--- src/rtl/stream_byte_packer.sv ---
// Packs a byte stream into DATA_BYTES-wide words with per-byte keep and frame-end flag.
// A single output register stage lets a new frame start while the previous word drains.
module stream_byte_packer #(
  parameter int DATA_BYTES = 4
) (
  input  logic                    clk,
  input  logic                    rst,
  input  logic [7:0]              s_data,
  input  logic                    s_valid,
  input  logic                    s_last,
  output logic                    s_ready,
  output logic [8*DATA_BYTES-1:0] m_data,
  output logic [DATA_BYTES-1:0]   m_keep,
  output logic                    m_last,
  output logic                    m_valid,
  input  logic                    m_ready,
  output logic [15:0]             frame_count
);

  localparam int IW = $clog2(DATA_BYTES);

  typedef enum logic {FILL, HOLD} state_t;

  state_t                  state_q, state_d;
  logic [IW-1:0]           idx_q, idx_d;
  logic [8*DATA_BYTES-1:0] asm_data_q, asm_data_d, asm_wr;
  logic [DATA_BYTES-1:0]   asm_keep_q, asm_keep_d, keep_wr;
  logic [8*DATA_BYTES-1:0] m_data_q, m_data_d;
  logic [DATA_BYTES-1:0]   m_keep_q, m_keep_d;
  logic                    m_last_q, m_last_d;
  logic [15:0]             fcnt_q, fcnt_d;
  logic                    in_xfer, out_xfer, final_byte;

  always_ff @(posedge clk) begin
    if (rst) state_q <= FILL;
    else     state_q <= state_d;
  end

  always_comb begin
    state_d = state_q;
    if (final_byte)    state_d = HOLD;
    else if (out_xfer) state_d = FILL;
  end

  always_comb begin
    m_valid = (state_q == HOLD);
    s_ready = !m_valid || m_ready;
  end

  assign in_xfer    = s_valid && s_ready;
  assign out_xfer   = m_valid && m_ready;
  assign final_byte = in_xfer && (s_last || idx_q == IW'(DATA_BYTES - 1));

  // The assembly word is cleared whenever a word is registered out, so a byte
  // arriving alongside an output transfer always lands in a fresh lane 0.
  always_comb begin
    asm_wr               = asm_data_q;
    asm_wr[8*idx_q +: 8] = s_data;
    keep_wr              = asm_keep_q;
    keep_wr[idx_q]       = 1'b1;
  end

  always_comb begin
    idx_d      = idx_q;
    asm_data_d = asm_data_q;
    asm_keep_d = asm_keep_q;
    m_data_d   = m_data_q;
    m_keep_d   = m_keep_q;
    m_last_d   = m_last_q;
    fcnt_d     = fcnt_q + {15'd0, out_xfer && m_last_q};
    if (final_byte) begin
      m_data_d   = asm_wr;
      m_keep_d   = keep_wr;
      m_last_d   = s_last;
      asm_data_d = '0;
      asm_keep_d = '0;
      idx_d      = '0;
    end else if (in_xfer) begin
      asm_data_d = asm_wr;
      asm_keep_d = keep_wr;
      idx_d      = idx_q + IW'(1);
    end
  end

  always_ff @(posedge clk) begin
    if (rst) begin
      idx_q      <= '0;
      asm_data_q <= '0;
      asm_keep_q <= '0;
      m_data_q   <= '0;
      m_keep_q   <= '0;
      m_last_q   <= 1'b0;
      fcnt_q     <= '0;
    end else begin
      idx_q      <= idx_d;
      asm_data_q <= asm_data_d;
      asm_keep_q <= asm_keep_d;
      m_data_q   <= m_data_d;
      m_keep_q   <= m_keep_d;
      m_last_q   <= m_last_d;
      fcnt_q     <= fcnt_d;
    end
  end

  assign m_data      = m_data_q;
  assign m_keep      = m_keep_q;
  assign m_last      = m_last_q;
  assign frame_count = fcnt_q;

endmodule

--- config.mk ---
export PLATFORM = sky130hd
export DESIGN_NAME = stream_byte_packer
export DESIGN_NICKNAME = d
export VERILOG_FILES = /design/src/rtl/stream_byte_packer.sv
export SDC_FILE = /design/constraint.sdc
export NUM_CORES = 1
export LEC_CHECK = 0
export ABC_AREA = 1
export CORE_MARGIN = 10
export CORE_UTILIZATION = 40
export DETAILED_ROUTE_END_ITERATION = 10
export PLACE_DENSITY = 0.64
export SLEW_MARGIN = 20
export SYNTH_ARGS = -nofsm -noshare
export SYNTH_HDL_FRONTEND = slang
export SYNTH_SLANG_ARGS = --single-unit
--- constraint.sdc ---
create_clock -name clk -period 5 [get_ports clk]
set_input_delay 1 -clock clk [delete_from_list [all_inputs] [get_ports clk]]
set_output_delay 1 -clock clk [all_outputs]
set_load 0.01 [all_outputs]
==> results.md, run 1 <==
* Unique masters post-synth at 31
* Initial antenna violation count at 0
* Critical setup path kind: in2reg
* R2R depth at 8
* Antenna Diode Count at 0
* Port Buffer Count at 67
* Post-CTS sizing at 0
* Die Width at 121.0 um
* Fin util at 50.79%
* Period minus WS final at 3.180 ns
* CTS tree: done
* Pin count of the biggest net entering global routing at 56
* Data required time at the worst endpoint at 5.26 ns
* Post CTS Setup Buffer Count at 0
* CP Max Fanout at 55
* GRT Util Overall at 13.87%
* Remaining global-route overflow at 0
* Seq/Total Area, Yosys at 45.14%
* Top cells by count, synth: nor2_1, nand2_1, dfxtp_1
* NetSw at 412.6 uW
* Finished Layout Cells at 770
* Latest clock arrival within the worst-skew pair at 0.37 ns
* R2r endpoint: asm_data_q[31]
* Clk slew on worst S/H paths at 0.09 ns
* Critical Path End: asm_data_q[31]
* Initial DRT Pass Iterations at 5
* Combinational cell fraction of total power at 14.1%
* Final Power at 1.526 mW
* CTS Sinks at 92
* Top_reg_cell synth: dfxtp_1
* Top-count cell post-synth: nor2_1
* Root Driver: clkbuf_8
* Hold-fix buffers at CTS at 0
* Routed vias at 3,771
* Post-Syn Area at 4080 um^2
* Gr busiest metal: met2
* IR Drop Worst-Case VDD at 0.0001584 V
* Pleak at 1.986 nW
* Vias/cell at 4.897
* Final setup fails at 0
* Status: finished, final reports clean
* Fin. Hold Viols at 0
* Area grow syn2layout at 22.78%
* Final period util at 63.60%
* Setup TNS at 0 ns
* Met3 Use GR at 3.816%
* Sequential share of power at 51.6%
* First-pass GRT wire length at 16,890 um
* Die area at 14,640 um^2
* R2r setup slk at 2.49 ns
* Top cells by area, synth: dfxtp_1, nor2_1, nand2_1
* CTS max path bufs at 2
* Clock power frac at 34.3%
* Yosys reg bits at 92
* Top cell type's share of synthesized area at 45.14%
* Crit path DAT at 3.44 ns
* Vias in the first global route at 3,521
* First-iteration detailed-routing DRC count at 254
* EDFF count, synth at 0
* Yosys warns at 0
* Nets at 655
* Core Rows at 36
* Post-DRT Antenna Nets at 0
* Sw frac at 27.04%
* I/O pins at 68
* Slew headroom at 42.73%
* Met1 usage in global routing at 17.04%
* Endpoint class of the critical path: flip-flop
* PD cells at 304.6 nW/um^2
* DP Worst Slack at 1.419 ns
* Startpoint type of the worst setup path: input pin
* Post-synthesis async set-or-reset flop share at 0%
* # fillers at 966
* Total Wirelength at 10,340 um
* Detailed placer's ending HPWL at 7289 um
* Met2 Usage GRT at 22.89%
* Number of max-cap violations at 0
* Worst-Margin Slew at 0.8577 ns
* Unrepaired setup endpoints after global routing: false
* Worst r2r src: idx_q[0]
* Starting Density at 41.36%
* Htree depth at 3
* DRC at 0
* Fin worst setup slack at 1.820 ns
* Max Slew Vio Count at 0
* Synth area leader: dfxtp_1
* Mapped Nets at 601
* Power Internal at 1.113 mW
* Share of cells above drive strength 1 at 5.024%
* Num CTS Buffers at 9
* Fmax at 0.3145 GHz
* Avg WL per Cell at 13.43 um
* Critical Path Source: m_ready
* Core ar. at 9864 um^2
* Die Y-Extent at 121.0 um
* Cells after synthesis at 578
* Gpl congestion at 0.8259
* Min-delay worst type: reg2reg
* Syn_area_per_cell at 7.059 um^2
* Placed cell count at 754
* Worst Clk Skew at 0.01377 ns
==> logic make-up (layout without fill, tap and decap cells) <==
logic type,Yosys count,after routing,synth area share (%)
buffers and inverters,81,140,8.310
AOI/OAI and AO/OA,112,112,15.42
adders and majority gates,10,10,3.067
DFF,92,92,45.14
and+or+nand+nor,281,281,27.63
xor gates and xnor gates,2,2,0.4294
==> flip-flops by register name, summed over array words and instances, names as in the netlist <==
name and count:
idx_q 2, asm_keep_q 4, m_last 1, frame_count 16, asm_data_q 32, m_valid 1, m_data 32, m_keep 4
==> power groups by stage <==
stage	Sequential, mW	Clock [mW]	Combinational (mW)
2_1_floorplan	0.809	0	0.128
3_3_place_gp	0.804	0	0.212
3_5_place_dp	0.804	0	0.215
4_1_cts	0.788	0.534	0.216
5_1_grt	0.792	0.565	0.241
6_report	0.787	0.524	0.215
==> worst max-delay path, cell delays in order <==
cell and delay (ns):
clkdlybuf4s50_1 0.47, inv_2 0.05, nand2_2 0.09, nand2_4 0.28, nor2_8 0.54, inv_4 0.35
nand2_2 0.34, inv_2 0.15, nand2_1 0.10, nor2_1 0.04
==> placed cells by master (no fill, tap or decap), types with 10 or more instances in the layout <==
| cell | count |
|---|---|
| nand2_1 | 111 |
| nor2_1 | 145 |
| o211ai_1 | 18 |
| o21ai_0 | 19 |
| clkdlybuf4s50_1 | 67 |
| ha_1 | 10 |
| inv_1 | 49 |
| a21oi_1 | 22 |
| nand3_1 | 12 |
| o21ai_1 | 41 |
| clkbuf_8 | 11 |
| dfxtp_1 | 92 |
==> worst min-delay path by stage <==
stage | from | to | slack, ns | cells after the start
after floorplan | asm_keep_q[3] | asm_keep_q[3] | 0.41 | 2
after detailed placement | asm_keep_q[3] | asm_keep_q[3] | 0.42 | 2
after global routing | asm_keep_q[1] | asm_keep_q[1] | 0.46 | 2
after global placement | asm_keep_q[3] | asm_keep_q[3] | 0.41 | 2
final | asm_keep_q[3] | asm_keep_q[3] | 0.43 | 2
after CTS | asm_keep_q[3] | asm_keep_q[3] | 0.43 | 2
==> metal layers <==
| metal | up-vias | routed length [um] |
|---|---|---|
| li1 | 1949 | - |
| met1 | 1725 | 4771 |
| met2 | 88 | 4835 |
| met3 | 9 | 639 |
| met4 | 0 | 95 |
| met5 | - | 0 |
==> through the flow <==
step	hold WS, ns	instance area [um^2]
2_1_floorplan	0.4051	4080
3_3_place_gp	0.4144	4798
3_5_place_dp	0.4160	4798
4_1_cts	0.4281	5010
5_1_grt	0.4565	5010
6_report	0.4293	5010
==> layout make-up <==
| cell class | instances | area, um^2 | share of cell area (%) |
|---|---|---|---|
| repair buffers | 68 | 678.2 | 13.54 |
| inverters | 56 | 212.7 | 4.246 |
| clock inverters | 5 | 60.06 | 1.199 |
| multi-input cells | 405 | 1899 | 37.91 |
| flip-flops and latches | 92 | 1842 | 36.76 |
| well taps | 133 | 166.4 | 3.322 |
| clock buffers | 11 | 151.4 | 3.022 |
Note: power is estimated with default switching activity, not from simulation.
==> inputs of run 2 (changes only) <==
--- a/config.mk
+++ b/config.mk
@@ -9,7 +9,7 @@
 export CORE_MARGIN = 10
 export CORE_UTILIZATION = 40
 export DETAILED_ROUTE_END_ITERATION = 10
-export PLACE_DENSITY = 0.64
+export PLACE_DENSITY = 0.66
 export SLEW_MARGIN = 20
 export SYNTH_ARGS = -nofsm -noshare
 export SYNTH_HDL_FRONTEND = slang
==> constraint.sdc (replaced) <==
create_clock -name clk -period 2.9 [get_ports clk]
set_input_delay 0.58 -clock clk [delete_from_list [all_inputs] [get_ports clk]]
set_output_delay 0.58 -clock clk [all_outputs]
set_load 0.01 [all_outputs]
==> results.md, run 2 (synthesized netlist as in run 1, its figures left out) <==
* Status: finished, final reports clean
* Post-DRT Antenna Nets at 0
* NetSw at 712.2 uW
* Number of max-cap violations at 0
* R2R depth at 9
* Startpoint type of the worst setup path: input pin
* Top cell by count, worst path: clkdlybuf4s50_1
* DRC at 0
* Final setup fails at 0
* Critical-path top delay cell: clkdlybuf4s50_1
* Routed vias at 3,786
* Critical path, cell by cell: clkdlybuf4s50_1 -> inv_2 -> nand2_2 -> clkdlybuf4s50_1
* Endpoint class of the critical path: primary output
* Hold-fix buffers at CTS at 0
* Critical path depth at 4
* Final Cell Area at 5061 um^2
* Clock power frac at 35.7%
* Crit path DAT at 1.75 ns
* DP Area at 4843 um^2
* Critical setup path kind: in2out
* Die Y-Extent at 121.0 um
* Total Wirelength at 10,580 um
* CP Max Fanout at 3
* IR Drop Worst-Case VDD at 0.0002473 V
* Combinational cell fraction of total power at 14.2%
* Sequential share of power at 50.1%
* Die area at 14,640 um^2
* Post CTS Setup Buffer Count at 0
* Commonest non-fill, non-tap cell in the layout: nor2_1
* Latest clock arrival within the worst-skew pair at 0.37 ns
* DP Worst Slack at 0.5513 ns
* Min-delay worst type: reg2reg
* Die Width at 121.0 um
* Detailed placer's ending HPWL at 7465 um
* Clk slew on worst S/H paths at 0.08 ns
* Initial antenna violation count at 0
* Remaining global-route overflow at 0
* Initial DRT Pass Iterations at 4
* Share of cells above drive strength 1 at 5.599%
* Max Slew Vio Count at 0
* Period minus WS final at 2.334 ns
* Area grow syn2layout at 24.04%
* Unrepaired setup endpoints after global routing: false
* First-iteration detailed-routing DRC count at 264
* Fin util at 51.31%
* Commonest cells after routing, fill and taps aside: nor2_1, nand2_1, dfxtp_1
* Finished Layout Cells at 776
* PD cells at 533.8 nW/um^2
* Fmax at 0.4285 GHz
* Antenna Diode Count at 0
* Slew headroom at 64.55%
* Nets at 661
* Num CTS Buffers at 9
* Pin count of the biggest net entering global routing at 54
* Starting Density at 41.36%
* Post-CTS sizing at 0
* Root Driver: clkbuf_8
* Core ar. at 9864 um^2
* Vias in the first global route at 3,632
* Hold path cells at 2
* Sw frac at 26.36%
* Fin worst setup slack at 0.5665 ns
* CP delay by family, top: buffers and inverters
* Final period util at 80.47%
* Worst Clk Skew at 0.01242 ns
* Power Internal at 1.989 mW
* Final Power at 2.701 mW
* CP Buf/Inv Count at 3
* GRT Util Overall at 14.68%
* Slowest stage delay, CP at 0.55 ns
* CTS Sinks at 92
* CTS max path bufs at 2
* Htree depth at 3
* Avg WL per Cell at 13.63 um
* Port Buffer Count at 67
* Worst-Margin Slew at 0.5317 ns
* Gpl congestion at 0.8256
* Vias/cell at 4.879
* Placed cell count at 760
* Pleak at 2.028 nW
* CTS tree: done
* I/O pins at 68
* First-pass GRT wire length at 17,720 um
* Fin. Hold Viols at 0
* Fin Hold WS at 0.4260 ns
* Setup TNS at 0 ns
* Core Rows at 36
* Data required time at the worst endpoint at 2.32 ns
-- run 2: cell types whose count changed in the layout (fill, tap and decap cells not counted) --
cell and delta:
bufinv_16 +1, buf_4 +6, clkbuf_8 -1, clkbuf_1 +2
clkinvlp_4 -3, clkinv_2 +1
-- run 2: cell type report --
cell class,instances,area [um^2]
well taps,133,166.4
clock inverters,4,72.57
inverters,56,212.7
fillers,965,4803
clock buffers,12,145.1
multi-input cells,405,1899
repair buffers,74,723.2
flip-flops and latches,92,1842
-- run 2: final timing paths --
check	to	from	slack, ns
min reg2reg	asm_keep_q[3]	asm_keep_q[3]	0.43
min	asm_keep_q[3]	asm_keep_q[3]	0.43
max reg2reg	asm_data_q[12]	idx_q[0]	0.83
max	s_ready	m_ready	0.57
-- run 2: power groups by stage --
stage               clock network, mW  logic, mW  registers [mW]
finish                          0.964      0.383            1.35
global route                     1.03      0.430            1.36
CTS                             0.972      0.387            1.35
detailed placement                  0      0.384            1.38
global placement                    0      0.376            1.38
floorplan                           0      0.222            1.40
-- run 2: metal layers --
metal | part of all wire (%) | global-route usage, % | wire length [um] | up-vias
met3 | 5.7 | 4.235 | 598 | 13
met5 | 0 | 0 | 0 | -
met2 | 48 | 24.15 | 5087 | 70
met4 | 1.4 | 5.128 | 148 | 0
met1 | 45 | 17.87 | 4743 | 1745
li1 | - | - | - | 1958
-- run 2: worst reg2reg max path, delay by kind of cell (launching register included) --
kind | cells | cell delay [ns]
AOI/OAI and AO/OA | 2 | 0.51
buffers and inverters | 3 | 0.38
and+or+nand+nor | 3 | 0.48
DFF | 1 | 0.31
adders and majority gates | 1 | 0.33
==> inputs of run 3 (changes only) <==
--- a/config.mk
+++ b/config.mk
@@ -9,7 +9,7 @@
 export CORE_MARGIN = 10
 export CORE_UTILIZATION = 40
 export DETAILED_ROUTE_END_ITERATION = 10
-export PLACE_DENSITY = 0.66
+export PLACE_DENSITY = 0.64
 export SLEW_MARGIN = 20
 export SYNTH_ARGS = -nofsm -noshare
 export SYNTH_HDL_FRONTEND = slang
==> constraint.sdc (replaced) <==
create_clock -name clk -period 2.3 [get_ports clk]
set_input_delay 0.46 -clock clk [delete_from_list [all_inputs] [get_ports clk]]
set_output_delay 0.46 -clock clk [all_outputs]
set_load 0.01 [all_outputs]
==> results.md, run 3 (synthesized netlist as in run 1, its figures left out) <==
* Status: finished, final reports clean
* Die area at 14,640 um^2
* I/O pins at 68
* Post-DRT Antenna Nets at 0
* Hold path cells at 2
* Startpoint type of the worst setup path: input pin
* Slew headroom at 71.08%
* Finished Layout Cells at 781
* Num CTS Buffers at 9
* Sw frac at 28.42%
* IR Drop Worst-Case VDD at 0.0003156 V
* Min-delay worst type: reg2reg
* # fillers at 953
* Fin worst setup slack at 0.2124 ns
* Post-CTS sizing at 0
* CTS tree: done
* Total Wirelength at 10,560 um
* Top cell by count, worst path: clkdlybuf4s50_1
* Clk slew on worst S/H paths at 0.08 ns
* Fin. Hold Viols at 0
* Pin count of the biggest net entering global routing at 54
* Commonest cells after routing, fill and taps aside: nor2_1, nand2_1, dfxtp_1
* Gpl congestion at 0.8202
* Final Cell Area at 5101 um^2
* Area grow syn2layout at 25.02%
* Area of the multi-input gates at 1899 um^2
* Crit path DAT at 1.63 ns
* Avg WL per Cell at 13.52 um
* Core ar. at 9864 um^2
* CTS Sinks at 92
* Slowest stage delay, CP at 0.55 ns
* First-iteration detailed-routing DRC count at 261
* Initial DRT Pass Iterations at 4
* Htree depth at 3
* Latest clock arrival within the worst-skew pair at 0.36 ns
* Combinational cell fraction of total power at 15.5%
* Routed vias at 3,818
* Placed cell count at 765
* Root Driver: clkbuf_8
* R2R depth at 8
* Die Width at 121.0 um
* Power Internal at 2.314 mW
* Clock power frac at 31.7%
* Port Buffer Count at 67
* Post CTS Setup Buffer Count at 0
* Final Power at 3.233 mW
* Commonest non-fill, non-tap cell in the layout: nor2_1
* Vias/cell at 4.889
* DRC at 0
* Starting Density at 41.36%
* Worst-Margin Slew at 0.4338 ns
* Number of max-cap violations at 0
* Antenna Diode Count at 0
* CTS max path bufs at 2
* Critical setup path kind: in2out
* Period minus WS final at 2.088 ns
* Endpoint class of the critical path: primary output
* Reg area at 1842 um^2
* Fin util at 51.71%
* CP Max Fanout at 3
* Fin Hold WS at 0.4361 ns
* Initial antenna violation count at 0
* Share of cells above drive strength 1 at 6.636%
* Fmax at 0.4790 GHz
* Final setup fails at 0
* Sequential share of power at 52.8%
* Nets at 666
* Hold-fix buffers at CTS at 0
* DP Worst Slack at -0.002372 ns
* Critical path, cell by cell: clkdlybuf4s50_1 -> inv_2 -> nand2_2 -> clkdlybuf4s50_1
* Unrepaired setup endpoints after global routing: false
* Data required time at the worst endpoint at 1.84 ns
* Detailed placer's ending HPWL at 7596 um
* DP Area at 4918 um^2
* GRT Util Overall at 14.41%
* Critical-path top delay cell: clkdlybuf4s50_1
* Vias in the first global route at 3,641
* Final period util at 90.76%
* Die Y-Extent at 121.0 um
* Pleak at 2.059 nW
* NetSw at 918.7 uW
* PD cells at 633.7 nW/um^2
* First-pass GRT wire length at 17,570 um
* Worst Clk Skew at 0.02070 ns
* Remaining global-route overflow at 0
* Core Rows at 36
* Max Slew Vio Count at 0
* Setup TNS at 0 ns
run 3: metal layers:
metal / vias up / part of all wire (%) / GRT usage, % / routed length [um]
li1: 1969 / - / - / -
met1: 1742 / 44 / 17.49 / 4630
met2: 96 / 49 / 24.52 / 5182
met3: 11 / 6.1 / 4.048 / 641
met4: 0 / 1.0 / 3.469 / 107
met5: - / 0 / 0 / 0
run 3: path summary, 6_finish.rpt:
| kind | startpoint | end | slack (ns) |
|---|---|---|---|
| hold / removal | asm_keep_q[3] | asm_keep_q[3] | 0.44 |
| hold reg to reg | asm_keep_q[3] | asm_keep_q[3] | 0.44 |
| setup reg to reg | idx_q[1] | asm_data_q[12] | 0.37 |
| setup / recovery | m_ready | s_ready | 0.21 |
run 3: power by group through the flow:
stage               clock [mW]  sequential, mW  combinational [mW]
floorplan                    0            1.76               0.279
detailed placement           0            1.74               0.502
global placement             0            1.74               0.494
finish                    1.02            1.71               0.500
global route              1.12            1.72               0.557
CTS                       1.06            1.71               0.504
run 3: area by class of cell:
class,count,area share (%)
tap,133,3.262
sequential,92,36.11
timing repair buffer,79,15.65
inverter,56,4.170
multi-input combinational,405,37.23
clock inverter,6,0.8830
clock buffer,10,2.698
run 3: worst max-delay path: cells and delay by family:
kind	cells	cell delay, ns
buffers and inverters	3	1.07
and+or+nand+nor	1	0.09
